--- src/rtl/sdc_spi_pkg.sv ---
// rtl/sdc_spi_pkg.sv - shared constants, state enum and byte-order helper for the SPI target
package sdc_spi_pkg;

  localparam int          FRAME_NARROW = 8;
  localparam int          FRAME_WIDE   = 32;
  localparam logic [31:0] IDLE_FILL    = 32'hFFFF_FFFF;
  localparam int          SYNC_DEPTH   = 2;

  typedef enum logic {
    ST_IDLE  = 1'b0,
    ST_SHIFT = 1'b1
  } spi_state_t;

  // Bytes go out least-significant first, MSB-first within each byte, so a
  // left-shifting register wants byte 0 on top.
  function automatic logic [31:0] frame_order(input logic [31:0] w);
    return {w[7:0], w[15:8], w[23:16], w[31:24]};
  endfunction

endpackage

--- src/rtl/sdc_spi_sync.sv ---
// rtl/sdc_spi_sync.sv - multi-flop synchronizer with configurable reset value
module sdc_spi_sync
  import sdc_spi_pkg::*;
#(
  parameter logic RST_VAL = 1'b0
) (
  input  logic clk,
  input  logic rst_n,
  input  logic d,
  output logic q
);

  logic [SYNC_DEPTH-1:0] ff;

  always_ff @(posedge clk or negedge rst_n) begin
    if (!rst_n) begin
      ff <= {SYNC_DEPTH{RST_VAL}};
    end else begin
      ff <= {ff[SYNC_DEPTH-2:0], d};
    end
  end

  assign q = ff[SYNC_DEPTH-1];

endmodule

--- src/rtl/sdc_spi_target.sv ---
// rtl/sdc_spi_target.sv - oversampled SPI mode-0 target; SDC_SPI_TARGET_WIDE_EN adds 32-bit frames via fast
module sdc_spi_target
  import sdc_spi_pkg::*;
(
  input  logic        clk,
  input  logic        rst_n,
  input  logic        sclk,
  input  logic        mosi,
  input  logic        cs_n,
  output logic        miso,
`ifdef SDC_SPI_TARGET_WIDE_EN
  input  logic        fast,
`endif
  input  logic [31:0] txdata,
  input  logic        txvalid,
  output logic        txready,
  output logic [31:0] rxdata,
  output logic        rxvalid
);

`ifdef SDC_SPI_TARGET_WIDE_EN
  localparam int RW = FRAME_WIDE;
  localparam int CW = 5;
`else
  localparam int RW = FRAME_NARROW;
  localparam int CW = 3;
`endif
  localparam int IW = $clog2(RW);

  logic          sclk_s, mosi_s, cs_s;
  logic          sclk_d, cs_d;
  logic          sclk_rise, sclk_fall, cs_rise, cs_fall;
  spi_state_t    state, state_nx;
  logic          shifting;
  logic          load, last_bit, last_seen;
  logic [CW-1:0] bitcnt;
  logic [RW-1:0] txbuf, tx_word, txshreg;
  logic          txfull;
  logic [RW-1:0] rxshreg, rx_next, rxdata_q;
  logic [IW-1:0] rx_idx;
`ifdef SDC_SPI_TARGET_WIDE_EN
  logic          wide_q;
`else
  logic          unused_txhi;
  assign unused_txhi = ^txdata[31:8];
`endif

  sdc_spi_sync #(.RST_VAL(1'b0)) u_sync_sclk (.clk(clk), .rst_n(rst_n), .d(sclk), .q(sclk_s));
  sdc_spi_sync #(.RST_VAL(1'b1)) u_sync_mosi (.clk(clk), .rst_n(rst_n), .d(mosi), .q(mosi_s));
  sdc_spi_sync #(.RST_VAL(1'b1)) u_sync_cs   (.clk(clk), .rst_n(rst_n), .d(cs_n), .q(cs_s));

  always_ff @(posedge clk or negedge rst_n) begin
    if (!rst_n) begin
      sclk_d <= 1'b0;
      cs_d   <= 1'b1;
    end else begin
      sclk_d <= sclk_s;
      cs_d   <= cs_s;
    end
  end

  assign sclk_rise = sclk_s & ~sclk_d;
  assign sclk_fall = ~sclk_s & sclk_d;
  assign cs_rise   = cs_s & ~cs_d;
  assign cs_fall   = ~cs_s & cs_d;

  always_ff @(posedge clk or negedge rst_n) begin
    if (!rst_n) state <= ST_IDLE;
    else        state <= state_nx;
  end

  always_comb begin
    state_nx = state;
    case (state)
      ST_IDLE:  if (cs_fall) state_nx = ST_SHIFT;
      ST_SHIFT: if (cs_rise) state_nx = ST_IDLE;
      default:  state_nx = ST_IDLE;
    endcase
  end

  always_comb begin
    shifting = (state == ST_SHIFT);
  end

`ifdef SDC_SPI_TARGET_WIDE_EN
  assign last_bit = wide_q ? (bitcnt == CW'(FRAME_WIDE - 1)) : (bitcnt == CW'(FRAME_NARROW - 1));
  assign rx_idx   = {bitcnt[4:3], ~bitcnt[2:0]};
`else
  assign last_bit = (bitcnt == CW'(FRAME_NARROW - 1));
  assign rx_idx   = ~bitcnt;
`endif

  // Next frame starts on select, or on the trailing sclk fall of a completed frame.
  assign load    = cs_fall | (shifting & sclk_fall & last_seen & ~cs_s);
  assign tx_word = txfull ? txbuf : RW'(IDLE_FILL);

  always_comb begin
    rx_next         = rxshreg;
    rx_next[rx_idx] = mosi_s;
  end

  always_ff @(posedge clk or negedge rst_n) begin
    if (!rst_n) begin
      txbuf     <= '0;
      txfull    <= 1'b0;
      txshreg   <= '1;
      bitcnt    <= '0;
      last_seen <= 1'b0;
      rxshreg   <= '0;
      rxdata_q  <= '0;
      rxvalid   <= 1'b0;
`ifdef SDC_SPI_TARGET_WIDE_EN
      wide_q    <= 1'b0;
`endif
    end else begin
      rxvalid <= 1'b0;
      if (txvalid && !txfull) begin
        txbuf  <= txdata[RW-1:0];
        txfull <= 1'b1;
      end
      if (cs_rise) begin
        bitcnt    <= '0;
        last_seen <= 1'b0;
        txshreg   <= '1;
      end else if (load) begin
        if (txfull) txfull <= 1'b0;
        bitcnt    <= '0;
        last_seen <= 1'b0;
`ifdef SDC_SPI_TARGET_WIDE_EN
        wide_q  <= fast;
        txshreg <= frame_order(fast ? tx_word : {IDLE_FILL[31:8], tx_word[7:0]});
`else
        txshreg <= tx_word;
`endif
      end else if (shifting && sclk_rise) begin
        rxshreg <= rx_next;
        bitcnt  <= bitcnt + CW'(1);
        if (last_bit) begin
          rxvalid   <= 1'b1;
          last_seen <= 1'b1;
`ifdef SDC_SPI_TARGET_WIDE_EN
          rxdata_q  <= wide_q ? rx_next : {24'h0, rx_next[7:0]};
`else
          rxdata_q  <= rx_next;
`endif
        end
      end else if (shifting && sclk_fall && !last_seen) begin
        txshreg <= {txshreg[RW-2:0], 1'b1};
      end
    end
  end

  assign miso    = cs_n | txshreg[RW-1];
  assign txready = ~txfull;
`ifdef SDC_SPI_TARGET_WIDE_EN
  assign rxdata  = rxdata_q;
`else
  assign rxdata  = {24'h0, rxdata_q};
`endif

endmodule

--- config.mk ---
export PLATFORM = sky130hd
export DESIGN_NAME = sdc_spi_target
export DESIGN_NICKNAME = d
export VERILOG_FILES = /design/src/rtl/sdc_spi_pkg.sv /design/src/rtl/sdc_spi_sync.sv /design/src/rtl/sdc_spi_target.sv
export SDC_FILE = /design/constraint.sdc
export NUM_CORES = 1
export LEC_CHECK = 0
export BUFFER_PORTS_ARGS = -buffer_cell sky130_fd_sc_hd__buf_2
export CAP_MARGIN = 10
export CORE_MARGIN = 3
export CORE_UTILIZATION = 54
export CTS_BUF_LIST = sky130_fd_sc_hd__clkbuf_16
export DETAILED_ROUTE_END_ITERATION = 10
export PLACE_DENSITY = 0.84
export SYNTH_ARGS = -nofsm -noshare
export SYNTH_HDL_FRONTEND = slang
export SYNTH_SLANG_ARGS = --single-unit
--- constraint.sdc ---
create_clock -name clk -period 2.4 [get_ports clk]
set_input_delay 0.48 -clock clk [delete_from_list [all_inputs] [get_ports clk]]
set_output_delay 0.48 -clock clk [all_outputs]
set_load 0.1 [all_outputs]
# == Word-level counts from Yosys, hierarchy flattened ==
# Cells that the tools add are included.
# word_totals
regBits,47
inputBits,38
output_inout_bits,35
# classes
add_sub_neg,1
order_cmp,2
n_eq_ne,2
muxes,26
n_bitwise,18
n_reduce_logical,14
# op_table
cell,count
8-bit 2-to-1 mux,5
1-bit 2-to-1 mux,15
3-bit 2-to-1 mux,3
3-bit nonzero test,3
8-bit bitwise mux,1
1-bit inverter,8
1-bit AND,7
1-bit logical AND,5
"3-bit by 4-bit < comparator with 1-bit output, second input constant",1
2-bit AND reduction,2
4-bit AND reduction,1
"3-bit by 1-bit adder with 3-bit output, second input constant",1
1-bit demux with 3-bit select,1
"3-bit equality test, second input constant",1
"3-bit by 1-bit >= comparator with 1-bit output, second input constant",1
"3-bit inequality test, second input constant",1
3-bit inverter,1
3-bit AND reduction,1
1-bit logical NOT,2
1-bit bitwise OR,2
1-bit case mux with 2 select lines,1

# == Longest topological paths before layout ==
# depth
ltp_word,8
mapped_depth,5
depth_no_buf,4

# == Cells and area by module ==
# From an unflattened synthesis, not the netlist that was laid out.
# hier_totals
hier_cells,178
hier_area_um2,2245.9
# by_module_without_submodules
module,instances,cells_per_inst,area_each_um2,seq_area_each_um2
sdc_spi_target,1,172,2090.8,1037.2
sdc_spi_sync (u_sync_cs ...),2,2,52.6,52.6
sdc_spi_sync (u_sync_sclk),1,2,50.0,50.0

# == Least setup slack after synthesis ==
# No wires, ideal clock.
# synth_path
path_kind,register to register
start,reg sclk_d
end,reg rxdata_q[0]
t_arrival_ns,1.391
required_ns,2.272
setup_slack_ns,0.881
path_stages_with_launch,5
n_path_buf,1
period_less_slack_ns,1.519
cell_sequence,dfrtp_1 nand3b_2 nor3b_1 buf_4 mux2_1
# synth_between
elab_chain_len,7
word_cells_on_any_way,10
classes_between,bitwise (8); reduce/logical (2)
# synth_lines
item,line_no,rtl
"start, declared",sdc_spi_target.sv:31,"logic sclk_d, cs_d;"
"start signal, assigned",sdc_spi_target.sv:57,sclk_d <= sclk_s;
1-bit AND,sdc_spi_target.sv:63,assign sclk_fall = ~sclk_s & sclk_d;
1-bit AND (3 in a row),sdc_spi_target.sv:94,assign load = cs_fall | (shifting & sclk_fall & last_seen & ~cs_s);
1-bit bitwise OR,sdc_spi_target.sv:94,
1-bit inverter (no source line),--,
4-bit AND reduction (no source line) *,--,
"end signal, assigned",sdc_spi_target.sv:144,rxdata_q <= rx_next;
"end, declared",sdc_spi_target.sv:39,"logic [RW-1:0] rxshreg, rx_next, rxdata_q;"
# Every way passes the cells marked *; elsewhere a longest branch is shown, timed or not.
# A chain may end at the register's enable or synchronous reset.

# == Worst setup path after layout ==
# layout_path
start,reg bitcnt[0]
end,reg rxdata_q[7]
# layout_between
elab_chain_len,6
word_cells_on_any_way,9
classes_between,order compare (2); eq/ne (1); mux (3); bitwise (1); reduce/logical (2)
# layout_lines
item,line_no,rtl
"start, declared",sdc_spi_target.sv:36,logic [CW-1:0] bitcnt;
"start signal, assigned",sdc_spi_target.sv:137,bitcnt <= bitcnt + CW'(1);
3-bit inverter,sdc_spi_target.sv:90,assign rx_idx = ~bitcnt;
3-bit by 4-bit < comparator with 1-bit output (implied by the code) / 3-bit by 1-bit >= comparator with 1-bit output (equally long branches),sdc_spi_target.sv:99,rx_next[rx_idx] = mosi_s;
1-bit logical AND (implied by the code),sdc_spi_target.sv:99,
1-bit 2-to-1 mux (implied by the code),sdc_spi_target.sv:99,
1-bit demux with 3-bit select,sdc_spi_target.sv:99,
8-bit bitwise mux,sdc_spi_target.sv:99,
# Several ways; a longest one is shown, not always the timed one.

==> reports/metrics.json <==
{
  "routabilityCongestion": {"value": 0.8311},
  "grt_remaining_overflow": {"value": 0},
  "startpoint_type": {"value": "register"},
  "drc": {"value": 0},
  "cp_data_arrival_time": {"value": 2.00, "unit": "ns"},
  "drt-total-wl": {"value": 3657, "unit": "um"},
  "number_of_violations_of_the_max_capacitance_limit": {"value": 0},
  "timing.final.setup_violations": {"value": 0},
  "synthTopCellsByArea": {"value": "dfrtp_1 38%, dfstp_2 15%, mux2_2 10%"},
  "drive_gt1_frac": {"value": 0.3495},
  "asyncSetResetFlopFracSynth": {"value": 1.000},
  "average_wire_length_per_cell_after_detail_routing": {"value": 14.40, "unit": "um"},
  "dp.final_hpwl": {"value": 2532, "unit": "um"},
  "vias": {"value": 1368},
  "endpoint_kind": {"value": "register"},
  "syn-instance-count": {"value": 179},
  "yosys.area.top_type": {"value": "dfrtp_1"},
  "cts_resized": {"value": 0},
  "synth-seq-area-share": {"value": 0.5286},
  "min_path_type": {"value": "input pin to async pin"},
  "crit_type": {"value": "register to register"},
  "grt_start_max_net_pins": {"value": 48},
  "final_area": {"value": 0.002477, "unit": "mm^2"},
  "start_util": {"value": 0.5854},
  "outcome": {"value": "finished, final reports clean"},
  "route.detailed.vias_per_inst": {"value": 5.386},
  "critical_path_required_time": {"value": 2.57, "unit": "ns"},
  "cts-buffers-inserted": {"value": 5},
  "rsz0062_at_grt": {"value": "no"},
  "multi_input_comb_area": {"value": 904.6, "unit": "um^2"},
  "floorplan.rows": {"value": 22},
  "worst_slew_margin_rel": {"value": 0.6125},
  "dpl_cell_area": {"value": 0.002341, "unit": "mm^2"},
  "synthDistinctLibCells": {"value": 36},
  "power_density": {"value": 799.2, "unit": "mW/mm^2"},
  "core": {"value": 0.003854, "unit": "mm^2"},
  "max_clock_freq": {"value": 0.5460, "unit": "GHz"},
  "synth-xor-area-share": {"value": 0.01109},
  "netlist_area": {"value": 0.002256, "unit": "mm^2"},
  "power.ir.vdd_worst": {"value": 601.1, "unit": "uV"},
  "complex_gate_fraction_of_the_synthesized_area": {"value": 0.1143},
  "synthesized_area_fraction_occupied_by_adder_cells": {"value": 0.01109},
  "global_route.usage.total": {"value": 0.1597},
  "synth_top_cell_area_share": {"value": 0.3771},
  "synth.area.mux_share": {"value": 0.1564},
  "floorplan.io_pins": {"value": 73},
  "synth_edf_count": {"value": 0},
  "synth_warnings": {"value": 0},
  "layout-area-overhead-vs-synth": {"value": 9.817, "unit": "%"},
  "clkSlewWorstSetupHoldPaths": {"value": 0.06, "unit": "ns"},
  "postCtsHoldBufs": {"value": 0},
  "antenna_cells": {"value": 0},
  "fin_crit_sh": {"value": 0.7631},
  "clock_sink_count": {"value": 47},
  "cts_setup_buffers": {"value": 0},
  "clock-skew-final": {"value": 0.004323, "unit": "ns"},
  "wire_length_of_the_first_global_routing_pass": {"value": 6327, "unit": "um"},
  "worst_slew_pin_slew": {"value": 0.5800, "unit": "ns"},
  "final_hold_vio_count": {"value": 0},
  "first_iter_violations": {"value": 47},
  "synth_simple_gate_area_share": {"value": 0.06822},
  "synthMostInstantiatedCell": {"value": "dfrtp_1"},
  "clock_latency": {"value": 0.28, "unit": "ns"},
  "total_number_of_h_tree_levels": {"value": 2},
  "drtAntennaViolNets": {"value": 0},
  "ys_seq_elements": {"value": 47},
  "synth_top_family_by_area": {"value": "multiplexers"},
  "ys_top_cells_by_count": {"value": "34 x dfrtp_1, 25 x buf_4, 20 x mux2_2"},
  "post_synth.cell_area_avg": {"value": 12.60, "unit": "um^2"},
  "synthFlopType": {"value": "dfrtp_1"},
  "die_area": {"value": 0.004989, "unit": "mm^2"},
  "die_h": {"value": 70.64, "unit": "um"},
  "first_global_vias": {"value": 1336},
  "cp_max_fo": {"value": 10},
  "fillCellCount": {"value": 294},
  "cts_tree": {"value": "done"},
  "buffer_ports.inserted": {"value": 24},
  "cts-root-to-sink-buffers": {"value": 2},
  "antenna_found_initial": {"value": 0},
  "timing.setup.tns": {"value": 0, "unit": "ns"},
  "finalNetCount": {"value": 245},
  "chipWidth": {"value": 70.64, "unit": "um"},
  "leakagePower": {"value": 1.181, "unit": "nW"},
  "seq_area": {"value": 0.001192, "unit": "mm^2"},
  "layout_min_cycle_time": {"value": 1.831, "unit": "ns"},
  "maxSlewViolCount": {"value": 0},
  "cts-root-buf": {"value": "clkbuf_16"},
  "drt_first_pass_iters": {"value": 4}
}
[cells in the final DEF, fill, tap and decap left out, types with 3 or more instances in the layout]
| cell type | instances |
|---|---|
| buf_4 | 6 |
| mux2_1 | 6 |
| inv_1 | 6 |
| a221oi_1 | 7 |
| mux2i_1 | 6 |
| mux2_2 | 20 |
| buf_2 | 24 |
| nand3b_1 | 3 |
| nor3b_1 | 4 |
| conb_1 | 24 |
| o21ai_0 | 3 |
| a211oi_1 | 7 |
| nor2_1 | 5 |
| clkbuf_16 | 5 |
| dfstp_2 | 13 |
| o2bb2ai_1 | 7 |
| dfrtp_1 | 34 |
[state kept, by name, summed over array words and instances, names as in the netlist, 2 cells and up]
signal,cells
rxdata_q,8
rxshreg,8
txbuf,8
txshreg,8
bitcnt,3
u_sync_cs.ff,2
u_sync_mosi.ff,2
u_sync_sclk.ff,2
[final cells by class]
class                           instances  area share
Sequential cell                        47      0.4813
Multi-Input combinational cell        116      0.3652
Timing Repair Buffer                   30     0.06667
Clock buffer                            5     0.05050
Tap cell                               48     0.02424
Inverter                                5    0.007576
Clock inverter                          3    0.004545
[per-stage QoR]
step                hold WS, ns  utilization  std cells  setup slack [ns]  power [W]
global route             0.2840       0.6429        254            0.3430   0.002059
global placement         0.3321       0.6075        246            0.6643   0.001345
detailed placement       0.3356       0.6075        246            0.6122   0.001357
floorplan                0.1844            -        202            0.8806   0.001313
CTS                      0.2887       0.6429        254            0.5489   0.001992
finish                   0.2749       0.6429        254            0.5686   0.001980
[layer usage]
metal	vias up	global-route usage	wire [um]	share of wire
met5	-	0	0	0
met4	0	0.06054	51	0.014
met3	7	0.04688	238	0.065
met2	49	0.2474	1652	0.45
met1	667	0.2140	1715	0.47
li1	645	-	-	-
[critical path, cell delays in order (launching register included)]
cell and delay [ns]:
dfrtp_1 0.55, ha_1 0.22, ha_1 0.13, nor3b_1 0.26, buf_4 0.21, mux2_1 0.33
[cells by family after synthesis]
kind of cell	count (synthesis)
other cells	1
mux	32
xor+xnor	2
buf+inv	39
flops	47
simple gates	24
fa+ha+maj	2
compound gates	32
[power breakdown]
group | leakage [nW] | switching (W) | internal (W)
Combinational | 0.533 | 0.000282 | 0.000100
Clock | 0.0701 | 0.000261 | 0.000374
Sequential | 0.578 | 0.0000610 | 0.000901
Total | 1.18 | 0.000605 | 0.00138
[final timing paths]
check | start | to | slack [ns] | depth (start not counted)
worst min register to register | u_sync_sclk.ff[0] | u_sync_sclk.ff[1] | 0.34 | 0
worst min-delay path | rst_n | txbuf[5] | 0.27 | 2
worst max-delay path | bitcnt[0] | rxdata_q[7] | 0.57 | 5
worst max register to register | bitcnt[0] | rxdata_q[7] | 0.57 | 5
min in group clk | mosi | u_sync_mosi.ff[0] | 0.29 | 1
max in group asynchronous | rst_n | rxdata_q[2] | 1.74 | 2
(Power assumes the default switching activity.)
